`src/rtl/glyph_pkg.sv`:
```
// Shared definitions for the glyph row reader.
//   GLYPH_W / GLYPH_H : default glyph geometry (pixels per row, rows per glyph)
//   ADDR_W            : default PROM row address width
//   state_t           : FSM state encoding, also exported on the debug port
package glyph_pkg;

    localparam int GLYPH_W = 16;
    localparam int GLYPH_H = 16;
    localparam int ADDR_W  = 4;

    typedef enum logic [2:0] {
        ST_IDLE  = 3'd0,
        ST_ADDR  = 3'd1,
        ST_LOAD  = 3'd2,
        ST_SHIFT = 3'd3,
        ST_DONE  = 3'd4
    } state_t;

endpackage

```
`src/rtl/glyph_row_shifter.sv`:
```
// Row register and column counter for one glyph row.
//   clk, rst_n : clock, asynchronous active-low reset
//   load       : capture row_in, restart at column 0
//   row_in     : PROM row bitmap, index 0 = leftmost pixel
//   advance    : step to the next column (ignored on the last column)
//   pix_on     : pixel value at the current column
//   col        : current column
//   last_col   : current column is the rightmost one
module glyph_row_shifter #(
    parameter int GLYPH_W = 16,
    parameter int COL_W   = (GLYPH_W > 1) ? $clog2(GLYPH_W) : 1
) (
    input  logic               clk,
    input  logic               rst_n,
    input  logic               load,
    input  logic [0:GLYPH_W-1] row_in,
    input  logic               advance,
    output logic               pix_on,
    output logic [COL_W-1:0]   col,
    output logic               last_col
);

    logic [0:GLYPH_W-1] row_q;
    logic [COL_W-1:0]   col_q;

    always_ff @(posedge clk or negedge rst_n) begin
        if (!rst_n) begin
            row_q <= '0;
            col_q <= '0;
        end else if (load) begin
            row_q <= row_in;
            col_q <= '0;
        end else if (advance && !last_col) begin
            col_q <= col_q + COL_W'(1);
        end
    end

    assign col      = col_q;
    assign last_col = (col_q == COL_W'(GLYPH_W - 1));
    assign pix_on   = row_q[col_q];

endmodule

```
`src/rtl/glyph_row_reader.sv`:
```
// Glyph PROM reader: fetches each row of a glyph and streams it out one
// pixel per beat with absolute screen coordinates.
//   clk, rst_n         : clock, asynchronous active-low reset
//   start              : render request, accepted only while idle
//   origin_x/origin_y  : glyph top-left corner, latched on accepted start
//   row_addr           : row address to the glyph PROM
//   row_data           : PROM row bitmap (combinational from row_addr)
//   pix_valid/pix_ready: pixel stream handshake
//   pix_x/pix_y/pix_on : pixel coordinates (wrapping) and value
//   busy               : high whenever not idle
//   done               : single-cycle pulse when the glyph is complete
//   dbg_state          : current FSM state (glyph_pkg::state_t encoding)
//
// Handshake: a beat transfers on a rising edge where pix_valid && pix_ready.
// pix_valid is a flop and never looks at pix_ready; while a beat is offered
// and not taken, pix_x/pix_y/pix_on stay unchanged because the column, row
// and origin registers only move on a transfer.
module glyph_row_reader #(
    parameter int GLYPH_W    = glyph_pkg::GLYPH_W,
    parameter int GLYPH_H    = glyph_pkg::GLYPH_H,
    parameter int ADDR_W     = glyph_pkg::ADDR_W,
    parameter int X_W        = 10,
    parameter int Y_W        = 10,
    parameter int SKIP_BLANK = 0
) (
    input  logic               clk,
    input  logic               rst_n,
    input  logic               start,
    input  logic [X_W-1:0]     origin_x,
    input  logic [Y_W-1:0]     origin_y,
    output logic [ADDR_W-1:0]  row_addr,
    input  logic [0:GLYPH_W-1] row_data,
    output logic               pix_valid,
    input  logic               pix_ready,
    output logic [X_W-1:0]     pix_x,
    output logic [Y_W-1:0]     pix_y,
    output logic               pix_on,
    output logic               busy,
    output logic               done,
    output logic [2:0]         dbg_state
);

    import glyph_pkg::*;

    localparam int COL_W = (GLYPH_W > 1) ? $clog2(GLYPH_W) : 1;

    state_t             state_q, state_d;
    logic [ADDR_W-1:0]  row_q;
    logic [X_W-1:0]     ox_q;
    logic [Y_W-1:0]     oy_q;
    logic               pix_valid_q;

    logic               latch;
    logic               load;
    logic               advance;
    logic               row_inc;
    logic               last_col;
    logic               last_row;
    logic               row_blank;
    logic [COL_W-1:0]   col;

    assign last_row  = (row_q == ADDR_W'(GLYPH_H - 1));
    assign row_blank = (SKIP_BLANK != 0) && (row_data == '0);

    // Next-state logic. "Row advance" appears in two places (blank row in
    // LOAD, last column in SHIFT) and behaves the same in both.
    always_comb begin
        state_d = state_q;
        latch   = 1'b0;
        load    = 1'b0;
        advance = 1'b0;
        row_inc = 1'b0;
        case (state_q)
            ST_IDLE: begin
                if (start) begin
                    latch   = 1'b1;
                    state_d = ST_ADDR;
                end
            end
            ST_ADDR: begin
                state_d = ST_LOAD;
            end
            ST_LOAD: begin
                load = 1'b1;
                if (row_blank) begin
                    if (last_row) begin
                        state_d = ST_DONE;
                    end else begin
                        row_inc = 1'b1;
                        state_d = ST_ADDR;
                    end
                end else begin
                    state_d = ST_SHIFT;
                end
            end
            ST_SHIFT: begin
                if (pix_ready) begin
                    if (!last_col) begin
                        advance = 1'b1;
                    end else if (last_row) begin
                        state_d = ST_DONE;
                    end else begin
                        row_inc = 1'b1;
                        state_d = ST_ADDR;
                    end
                end
            end
            ST_DONE: begin
                state_d = ST_IDLE;
            end
            default: begin
                state_d = ST_IDLE;
            end
        endcase
    end

    always_ff @(posedge clk or negedge rst_n) begin
        if (!rst_n) begin
            state_q     <= ST_IDLE;
            row_q       <= '0;
            ox_q        <= '0;
            oy_q        <= '0;
            pix_valid_q <= 1'b0;
        end else begin
            state_q     <= state_d;
            pix_valid_q <= (state_d == ST_SHIFT);
            if (latch) begin
                ox_q  <= origin_x;
                oy_q  <= origin_y;
                row_q <= '0;
            end else if (row_inc) begin
                row_q <= row_q + ADDR_W'(1);
            end
        end
    end

    glyph_row_shifter #(
        .GLYPH_W (GLYPH_W),
        .COL_W   (COL_W)
    ) u_shifter (
        .clk      (clk),
        .rst_n    (rst_n),
        .load     (load),
        .row_in   (row_data),
        .advance  (advance),
        .pix_on   (pix_on),
        .col      (col),
        .last_col (last_col)
    );

    // Coordinates wrap by truncation to the output width.
    assign pix_x     = ox_q + X_W'(col);
    assign pix_y     = oy_q + Y_W'(row_q);
    assign row_addr  = row_q;
    assign pix_valid = pix_valid_q;
    assign busy      = (state_q != ST_IDLE);
    assign done      = (state_q == ST_DONE);
    assign dbg_state = state_q;

endmodule

```
`config.mk`:
```
export PLATFORM = sky130hd
export DESIGN_NAME = glyph_row_reader
export DESIGN_NICKNAME = d
export VERILOG_FILES = /design/src/rtl/glyph_pkg.sv /design/src/rtl/glyph_row_shifter.sv /design/src/rtl/glyph_row_reader.sv
export SDC_FILE = /design/constraint.sdc
export NUM_CORES = 1
export LEC_CHECK = 0
export BUFFER_PORTS_ARGS = -buffer_cell sky130_fd_sc_hd__buf_2
export CAP_MARGIN = 40
export CORE_AREA = 2 2 74 76
export CTS_BUF_LIST = sky130_fd_sc_hd__clkbuf_8
export CTS_CLUSTER_DIAMETER = 30
export DETAILED_ROUTE_END_ITERATION = 7
export DIE_AREA = 0 0 76 78
export PLACE_DENSITY = 0.78
export SETUP_SLACK_MARGIN = 0.5
export SLEW_MARGIN = 20
export SYNTH_ARGS = -nofsm -noshare
export SYNTH_HDL_FRONTEND = slang
export SYNTH_HIERARCHICAL = 1
export SYNTH_SLANG_ARGS = --single-unit
```
`constraint.sdc`:
```
create_clock -name clk -period 4.27 [get_ports clk]
set_input_delay 0.427 -clock clk [delete_from_list [all_inputs] [get_ports clk]]
set_output_delay 0.427 -clock clk [all_outputs]
set_load 0.05 [all_outputs]
```
**After elaboration in Yosys (flattened, before gate mapping)**

Cells that the tools add are included.

- Add/sub/neg operators: 4
- Order comparisons: 1
- Equal/unequal tests: 7
- Mux-type cells: 22
- Bitwise gates (word level): 1
- Reductions and logical operators: 6

Operators by type and width:

| cell | count |
|---|---|
| 10-bit by 4-bit adder with 10-bit output | 2 |
| 4-bit two-way mux | 4 |
| 1-bit two-way mux | 12 |
| 3-bit two-way mux | 4 |
| 3-bit one-hot mux with 4 select lines | 1 |
| 3-bit by 2-bit equality test with 1-bit output, second input constant | 3 |
| 4-bit by 1-bit adder with 4-bit output, second input constant | 2 |
| 4-bit equality test, second input constant | 2 |
| 5-bit greater-or-equal comparator, second input constant | 1 |
| 4-bit inverter with 5-bit output | 1 |
| 1-bit binary-select mux with 4-bit select | 1 |
| 2-bit nonzero test | 2 |
| 3-bit by 1-bit equality test with 1-bit output, second input constant | 1 |
| 3-bit equality test, second input constant | 1 |
| 3-bit logical NOT | 1 |
| 3-bit nonzero test | 1 |
| 1-bit logical AND | 1 |
| 1-bit logical NOT | 1 |

- Flip-flop bits (word level): 48
- Output and inout port bits: 31

**Longest topological paths before layout**

- Depth in word-level cells: 7
- Gate-level depth with buffers: 7

**Hierarchy**

The synthesis kept the hierarchy.

Modules (own cells, without submodules):

| module | times used | cells each | area each (um^2) | seq. area each (um^2) |
|---|---|---|---|---|
| glyph_row_reader | 1 | 220 | 1,829.3 | 700.7 |
| glyph_row_shifter | 1 | 64 | 940.9 | 500.5 |

**Worst setup path after synthesis**

No wires, ideal clock.

- Kind: register -> output
- Start: register row_q[0] (netlist: row_addr[0])
- End: output pix_y[6]
- Data arrival time: 2,614 ps
- Path slack: 1,229 ps
- Stages on the path, launching flop included: 7
- Buffers on the path: 0
- Cell sequence: dfrtp_1 > ha_1 > inv_1 > fa_1 > nand2b_1 > a211oi_1 > xor2_1

- Cells in the longest elaborated chain, start to end: 1

RTL lines:

| element | RTL line | text |
|---|---|---|
| start: declaration | glyph_row_reader.sv:48 | `logic [ADDR_W-1:0] row_q;` |
| start signal: assignment | glyph_row_reader.sv:132 | `row_q <= row_q + ADDR_W'(1);` |
| 10-bit by 4-bit adder with 10-bit output | glyph_row_reader.sv:153 | `assign pix_y = oy_q + Y_W'(row_q);` |
| end: declaration | glyph_row_reader.sv:36 | `output logic [Y_W-1:0] pix_y,` |

Every way passes these cells.

**Worst setup path after layout**

- Start: register u_shifter.col_q[0] (netlist: u_shifter/col[0])
- End: output pix_x[8]

- Cells in the longest elaborated chain, start to end: 1

RTL lines:

| element | RTL line | text |
|---|---|---|
| start: declaration | glyph_row_shifter.sv:24 | `logic [COL_W-1:0] col_q;` |
| start signal: assignment | glyph_row_shifter.sv:34 | `col_q <= col_q + COL_W'(1);` |
| 10-bit by 4-bit adder with 10-bit output | glyph_row_reader.sv:152 | `assign pix_x = ox_q + X_W'(col);` |
| end: declaration | glyph_row_reader.sv:35 | `output logic [X_W-1:0] pix_x,` |

Every way passes these cells.

==> metrics.md <==
| Metric | Value |
|---|---|
| Resized Gates After CTS | `0` |
| I/O pins | `between 70 and 80` |
| Clk sinks | `between 40 and 50` |
| Tmin final | `between 2000 and 3000 ps` |
| Max H-tree Level | `2` |
| Initial Util | `0.549` |
| Clock transition at the registers of the reported paths | `roughly 90 ps` |
| Area growth syn-to-layout | `18.3%` |
| Leakage | `~1.6 nW` |
| Finished Layout Cells | `about 430` |
| Slew @ Worst Pin | `~540 ps` |
| Syn Nets | `around 340` |
| CP Max Fanout | `9` |
| Total negative slack | `0 ps` |
| Tot GR Track Use | `0.206` |
| Synthesized flop and latch total | `between 40 and 50` |
| Pwr per Cell Area | `about 590 nW/um^2` |
| Synth Area per Inst | `9.75 sq um` |
| Initial antenna violation count | `0` |
| Die height | `about 78 um` |
| Most common cell after layout, fill and taps aside | `buf_2` |
| RR Startpoint | `u_shifter/col[0]` |
| CTS Buf Count | `5` |
| Full die area | `between 5000 and 6000 sq um` |
| CTS tree | `yes` |
| Worst Setup End Kind | `primary output` |
| Clock Path Buffers | `2` |
| Clock Latency Late Sink | `300 ps` |
| WL final | `5.74 mm` |
| Post-CTS Hold Buffers | `0` |
| Worst setup path startpoint | `u_shifter/col[0]` |
| # nets final | `~410` |
| Skew final | `~9.2 ps` |
| Dpl cells | `approximately 420` |
| Site Rows | `26` |
| Hold Crit Class | `in -> async` |
| Placer Congestion | `0.834` |
| RSZ-0062 raised after global routing | `false` |
| Drt pass-1 iters | `4` |
| Vias per cell | `5.32` |
| # Post-CTS Setup Buffers | `0` |
| Status | `complete, no violations` |
| DR WL/cell | `between 10 and 15 um` |
| Setup CP Type | `reg -> out` |
| Sequential area share after synthesis | `0.434` |
| Syn Inst Count | `around 280` |
| Max-cap violations | `0` |
| Final Hold Viols | `0` |
| Number of global-route vias before repair | `2,130` |
| Number of endpoints failing setup at the final stage | `0` |
| Worst r2r path cells | `7` |
| Initial DRC count | `115` |
| Fillers | `around 430` |
| Largest net degree at the start of global routing | `27` |
| Synth Warn # | `6` |
| Crit start category | `flop` |
| Post-detail-place hpwl | `4.32 mm` |
| GR Overflow Total | `0` |
| Root buffer cell | `clkbuf_8` |
| Area after DPL | `3170 sq um` |
| Core area | `slightly above 5000 sq um` |
| Max Slew Vio Count | `0` |
| Vias post-DR | `2,261` |
| # DRC | `0` |
| DIE WIDTH | `around 76 um` |
| Period utilisation layout | `0.691` |
| Worst Hold Slack | `roughly 100 ps` |
| Fraction of layout cells with a size suffix above 1 | `0.290` |
| ANT cells | `0` |
| Critical path arrival | `2520 ps` |
| VDD IR max | `approximately 0.36 mV` |
| CP required | `about 3800 ps` |
| Max Fclk | `339 MHz` |
| Cell area after layout | `roughly 3300 sq um` |
| Commonest non-fill, non-tap cells in the layout | `70 x buf_2, 63 x nand2_1, 48 x dfrtp_1` |
| Synth cell types | `40` |
| PortBufs | `70` |
| Synthesized area | `2770 sq um` |
| First-pass GRT wire length | `between 9 and 10 mm` |
| Worst slew margin | `0.639` |
| Final antenna-violating net count | `0` |
## worst max-delay path, cell delays in order (launching register included)
cell,delay (ps)
dfrtp_1,560
ha_1,280
inv_1,70
fa_1,410
nand2b_1,210
a211oi_1,280
xnor2_1,150
buf_2,270
## cell usage after synthesis, drive strengths merged
cell | number | area (sq um)
a31o | 1 | 8.76
or2 | 2 | 12.5
ha | 10 | 125
a211oi | 7 | 52.6
nor2 | 10 | 37.5
mux4 | 4 | 105
and2 | 1 | 6.26
nor4b | 1 | 23.8
mux2 | 17 | 191
or4 | 1 | 7.51
o41ai | 1 | 8.76
o211ai | 6 | 45.0
o21ai | 17 | 85.1
xnor2 | 4 | 35.0
o311a | 1 | 10.0
xor2 | 6 | 52.6
mux2i | 4 | 40.0
clkbuf | 2 | 7.51
nand2 | 63 | 236
buf | 8 | 65.1
dfrtp | 48 | 1200
and3 | 1 | 6.26
o21a | 2 | 15.0
or4b | 1 | 13.8
fa | 2 | 40.0
nand2b | 3 | 18.8
nor3 | 3 | 15.0
or3 | 5 | 32.5
nand4 | 2 | 12.5
nand3 | 13 | 65.1
o31ai | 1 | 7.51
inv | 16 | 60.1
a21oi | 10 | 50.1
nor2b | 5 | 31.3
a211o | 2 | 17.5
a21boi | 2 | 15.0
a31oi | 1 | 6.26
nor4 | 1 | 6.26
## logic make-up after synthesis
logic type | synth area share
AND/OR/NAND/NOR | 0.190
AO/OA/AOI/OAI | 0.116
flip-flops | 0.434
buffers and inverters | 0.0479
multiplexers | 0.121
adder cells (fa/ha/maj) | 0.0596
XOR/XNOR | 0.0316
## through the flow
| stage | setup slack (ps) | power (W) | util |
|---|---|---|---|
| detailed placement | 1640 | 0.00161 | 0.629 |
| CTS | 1300 | 0.00193 | 0.650 |
| finish | 1320 | 0.00192 | 0.650 |
| floorplan | 1230 | 0.00140 | - |
| global placement | 1740 | 0.00158 | 0.625 |
| global route | 1120 | 0.00204 | 0.650 |
## cell type report
cell class / instances / area [sq um] / area share
Inverter: 16 / 60.1 / 0.0183
Clock inverter: 3 / 38.8 / 0.0118
Multi-Input combinational cell: 210 / 1440 / 0.438
Tap cell: 70 / 87.6 / 0.0267
Clock buffer: 5 / 68.8 / 0.0210
Sequential cell: 48 / 1200 / 0.366
Timing Repair Buffer: 73 / 385 / 0.118
## power by group
part	switching, W	internal, W
Combinational	0.000599	0.000332
Clock	0.000146	0.000171
Sequential	0.000104	0.000565
## registers in the layout, summed over array words and instances, names as in the netlist
register / cells
u_shifter/row_q: 16
ox_q: 10
oy_q: 10
row_addr: 4
u_shifter/col: 4
dbg_state: 3
pix_valid: 1
## routing by layer
layer,vias up,global-route usage,part of all wire
met3,4,0.0337,0.035
met1,1077,0.278,0.46
met5,-,0,0
met2,51,0.345,0.49
met4,0,0.0655,0.0085
li1,1129,-,-
## worst paths after layout
kind / endpoint / slack, ps
worst max-delay path: pix_x[8] / 1320
worst min-delay path: row_addr[1] / 100
worst max register to register: u_shifter/col[0] / 1910
worst min register to register: ox_q[2] / 490
max in group asynchronous: ox_q[9] / 3640
min in group clk: oy_q[0] / 310
No activity file was read; power rests on OpenSTA's default activity.
